`src/rtl/oled_text_fmt.sv`:
```
// oled_text_fmt: turns hex-print requests into ASCII in a 4x16 shadow buffer
// and publishes a tear-free snapshot of it to the OLED controller on frame-done.
module oled_text_fmt #(
   parameter logic [7:0] BLANK_CHAR = 8'h20,
   parameter bit         UPPER_HEX  = 1'b1
) (
   input  logic         clk,
   input  logic         rst,
   input  logic         wr_valid,
   output logic         wr_ready,
   input  logic [1:0]   wr_row,
   input  logic [3:0]   wr_col,
   input  logic [2:0]   wr_ndig,
   input  logic [31:0]  wr_value,
   input  logic         clr,
   input  logic         print_fin,
   output logic [511:0] char_data,
   output logic         busy,
   output logic [7:0]   snap_cnt
);

   typedef enum logic [1:0] {IDLE, CONV, CLEAR} state_t;

   state_t state, state_next;

   // Element 63-i holds char i, so the packed shadow lines up with char_data.
   logic [63:0][7:0] shadow;

   logic [1:0]  row;
   logic [3:0]  col;
   logic [31:0] value;
   logic [3:0]  n;
   logic [2:0]  k;
   logic [5:0]  idx;
   logic        pending;
   logic        print_fin_d;

   logic        accept;
   logic        clear_start;
   logic        fin_rise;
   logic        snap_take;
   logic [2:0]  nib_sel;
   logic [3:0]  nib;
   logic [7:0]  ascii;
   logic [4:0]  col_pos;
   logic        conv_write;
   logic [5:0]  conv_addr;

   // Handshake, snapshot trigger and nibble-to-ASCII datapath.
   always_comb begin
      wr_ready    = (state == IDLE) && !clr;
      clear_start = (state == IDLE) && clr;
      accept      = wr_ready && wr_valid;
      fin_rise    = print_fin && !print_fin_d;
      snap_take   = pending && (state == IDLE);
      busy        = (state != IDLE) || pending;
      // n is 1..8; for n=8 the low bits are 0 and the 3-bit wrap still gives 7-k.
      nib_sel     = n[2:0] - 3'd1 - k;
      nib         = value[{nib_sel, 2'b00} +: 4];
      if (nib < 4'd10) begin
         ascii = 8'h30 + {4'h0, nib};
      end else begin
         ascii = (UPPER_HEX ? 8'h37 : 8'h57) + {4'h0, nib};
      end
      col_pos     = {1'b0, col} + {2'b00, k};
      conv_write  = (state == CONV) && !col_pos[4];
      conv_addr   = {row, col_pos[3:0]};
   end

   // Next-state selection; clear takes priority over a print request.
   always_comb begin
      state_next = state;
      case (state)
         IDLE: begin
            if (clear_start) begin
               state_next = CLEAR;
            end else if (accept) begin
               state_next = CONV;
            end
         end
         CONV: begin
            if ({1'b0, k} == (n - 4'd1)) begin
               state_next = IDLE;
            end
         end
         CLEAR: begin
            if (idx == 6'd63) begin
               state_next = IDLE;
            end
         end
         default: state_next = IDLE;
      endcase
   end

   // State register.
   always_ff @(posedge clk or posedge rst) begin
      if (rst) begin
         state <= IDLE;
      end else begin
         state <= state_next;
      end
   end

   // Request latching, shadow writes, and snapshot publishing.
   always_ff @(posedge clk or posedge rst) begin
      if (rst) begin
         row         <= '0;
         col         <= '0;
         value       <= '0;
         n           <= 4'd8;
         k           <= '0;
         idx         <= '0;
         shadow      <= {64{BLANK_CHAR}};
         char_data   <= {64{BLANK_CHAR}};
         snap_cnt    <= '0;
         pending     <= 1'b0;
         print_fin_d <= 1'b0;
      end else begin
         print_fin_d <= print_fin;
         // A new edge wins over the clear, so an edge during a snapshot is kept.
         pending     <= fin_rise | (pending & ~snap_take);
         if (snap_take) begin
            char_data <= shadow;
            snap_cnt  <= snap_cnt + 8'd1;
         end
         case (state)
            IDLE: begin
               if (clear_start) begin
                  idx <= '0;
               end else if (accept) begin
                  row   <= wr_row;
                  col   <= wr_col;
                  value <= wr_value;
                  n     <= (wr_ndig == 3'd0) ? 4'd8 : {1'b0, wr_ndig};
                  k     <= '0;
               end
            end
            CONV: begin
               if (conv_write) begin
                  shadow[6'd63 - conv_addr] <= ascii;
               end
               k <= k + 3'd1;
            end
            CLEAR: begin
               shadow[6'd63 - idx] <= BLANK_CHAR;
               idx <= idx + 6'd1;
            end
            default: ;
         endcase
      end
   end

endmodule

```
`config.mk`:
```
export PLATFORM = sky130hd
export DESIGN_NAME = oled_text_fmt
export DESIGN_NICKNAME = d
export VERILOG_FILES = /design/src/rtl/oled_text_fmt.sv
export SDC_FILE = /design/constraint.sdc
export NUM_CORES = 2
export LEC_CHECK = 0
export ABC_AREA = 1
export CAP_MARGIN = 20
export CORE_MARGIN = 3
export CORE_UTILIZATION = 50
export DETAILED_ROUTE_END_ITERATION = 7
export GPL_ROUTABILITY_DRIVEN = 0
export GPL_TIMING_DRIVEN = 0
export HOLD_SLACK_MARGIN = 0.05
export PLACE_DENSITY = 0.76
export SLEW_MARGIN = 15
export SYNTH_ARGS = -nofsm -noshare
export SYNTH_HDL_FRONTEND = slang
export SYNTH_SLANG_ARGS = --single-unit
```
`constraint.sdc`:
```
create_clock -name clk -period 38.5 [get_ports clk]
set_input_delay 7.7 -clock clk [delete_from_list [all_inputs] [get_ports clk]]
set_output_delay 7.7 -clock clk [all_outputs]
set_load 0.01 [all_outputs]
```
==> out/qor.yml <==
numCtsBuffers: 109
postCtsResizedCells: 0
setup_viol: 0
path_clk_slew_ns: 0.06
hold_viol: 0
nets: 4726
core.rowCount: 107
end_kind: "output port"
dp_slack_ns: 21.78
min_period_ns: 16.74
vias: 33100
fin_skew_ns: 0.0295
status: "finished clean"
fin_crit_sh: 0.435
max_cap_violations: 0
first_pass_iters: 6
cpPeakStageDelay_ns: 0.62
cp-start-kind: "input pin"
finalMaxSlewViolations: 0
power.total_uw: 4610
synth_nets: 4028
grt-ovfl-total: 0
io_pins: 568
drtIter0Drc: 2761
clkLatencyLatePin_ns: 0.69
rsz0062_at_grt: "false"
hold_path_class: "reg2reg"
grt_max_degree: 117
synth_warnings: 0
cts_tree: "yes"
root_buffer: "clkbuf_16"
via_per_inst: 5.60
dieHeight_um: 300
grt_pass1_vias: 33200
synth_cell_types: 42
port_buffers: 567
path_buf_inv: 2
initial_core_util: 0.505
layout_commonest_cell: "dfrtp_1"
ys_seq_elements: 1087
syn_area_um2: 43100
ant_nets: 0
remaining_drc_errors: 0
yosys_most_used_dff: "dfrtp_1"
max_freq_mhz: 59.8
cts_hold_buffers: 0
crit_required_ns: 30.80
syn_to_final_growth_pct: 26.4
clkSinkCount: 1087
antenna_found_initial: 7
fp.dieW_um: 300
grt_pass1_wl_mm: 212
cts-htree-levels: 3
hp-start: "print_fin_d"
p_leak_uw: 0.0265
synth-async-reset-ratio: 1.00
critical_path_class: "in2out"
clk_path_buf_depth: 3
syn-instance-count: 3971
p_per_area_nw_per_um2: 84.7
crit_family: "buffers and inverters"
fin_ws_ns: 21.76
path_cells: "clkdlybuf4s50_1 -> nor2_1 -> clkdlybuf4s50_1"
wire_per_inst_um: 24.3
avgSynthCellArea_um2: 10.9
die_area_um2: 89800
fin_setup_tns_ns: 0
r2r-start: "k[0]"
crit_path_frequent_cell: "clkdlybuf4s50_1"
final_cell_mix: "dfrtp_1, nand2_1, clkdlybuf4s50_1, nand3_1, mux2_2"
layout-drive-gt1-share: 0.199
routed_wl_mm: 144
hold_ws_ns: 0.447
cts_setup_buffers: 0
synth-edff-count: 0
worst_slew_pin_slew_ns: 1.14
cp_max_fo: 2
slew_headroom: 0.239
crit_start: "clr"
hpwlAfterDp_mm: 103
track_usage: 0.317
slowest_stage: "clkdlybuf4s50_1"
core_area_um2: 85400
seq_area_frac_synth: 0.634
crit_arrival_ns: 9.04
max-vdd-ir-drop_mv: 0.122
## Yosys cell counts, drive strengths merged, types with 2 or more instances
| master | n | area (um2) |
|---|---|---|
| inv | 354 | 1330 |
| xnor2 | 6 | 52.6 |
| nand3 | 452 | 2340 |
| nor2 | 183 | 872 |
| nand4 | 8 | 50.1 |
| ha | 9 | 113 |
| o31ai | 2 | 15.0 |
| a21oi | 32 | 171 |
| dfstp | 129 | 3390 |
| o21bai | 3 | 30.0 |
| a21boi | 3 | 22.5 |
| nor3 | 11 | 65.1 |
| or2 | 2 | 12.5 |
| o22ai | 44 | 275 |
| dfrtp | 958 | 24000 |
| mux2 | 387 | 4360 |
| xor2 | 4 | 35.0 |
| fa | 2 | 40.0 |
| o21ai | 349 | 1750 |
| clkbuf | 40 | 150 |
| nand2 | 859 | 3280 |
| buf | 129 | 771 |
## report_power, final
group	switching (uW)	internal (uW)	total (uW)
clock network	462	638	1100
logic	1700	475	2170
registers	63.7	1280	1340
## metrics by stage
stage,instances,utilization,instance area [um2]
2_1_floorplan,3971,-,43100
3_3_place_gp,5682,0.588,50200
3_5_place_dp,5702,0.594,50800
4_1_cts,5909,0.638,54500
5_1_grt,5911,0.638,54500
6_report,5912,0.638,54500
## routing by layer
| metal | vias up | share of wire | global-route usage |
|---|---|---|---|
| li1 | 14500 | - | - |
| met1 | 16800 | 0.39 | 0.404 |
| met2 | 1515 | 0.47 | 0.508 |
| met3 | 332 | 0.096 | 0.0925 |
| met4 | 2 | 0.046 | 0.141 |
| met5 | - | 0.000090 | 0 |
## path summary, 6_finish.rpt
kind / slack [ns] / cells after the start / endpoint
min in group asynchronous: 7.44 / 2 / shadow[118]
min reg2reg: 0.45 / 1 / pending
max in group asynchronous: 28.58 / 6 / shadow[373]
min: 0.45 / 1 / pending
max: 21.76 / 3 / wr_ready
max reg2reg: 34.42 / 18 / shadow[198]
## cell type report
cell class	count	area (um2)
plain buffers	169	923
inverters	354	1340
diodes	3	7.51
clock buffers	164	3200
repair buffers	587	6130
clock inverters	43	557
multi-input cells	2361	13600
flip-flops and latches	1087	27400
fillers	6658	30900
well taps	1144	1430
## kinds of logic (layout without fill, tap and decap cells)
logic type                 count (synthesis)  after routing  share of synthesized area
AOI/OAI and AO/OA                        436            436                     0.0530
xor gates and xnor gates                  10             10                    0.00203
adders and majority gates                 11             11                    0.00354
buffers and inverters                    523           1317                     0.0522
DFF                                     1087           1087                      0.634
muxes                                    387            387                      0.101
other                                      0              3                          0
and+or+nand+nor                         1517           1517                      0.154
## sequential cells by signal, indices dropped and copies added, names as in the netlist
signal / flops
pending: 1
print_fin_d: 1
value: 32
char_data: 512
shadow: 512
snap_cnt: 8
n: 4
k: 3
col: 4
idx: 6
state: 2
row: 2
No activity file was read; power rests on OpenSTA's default activity.
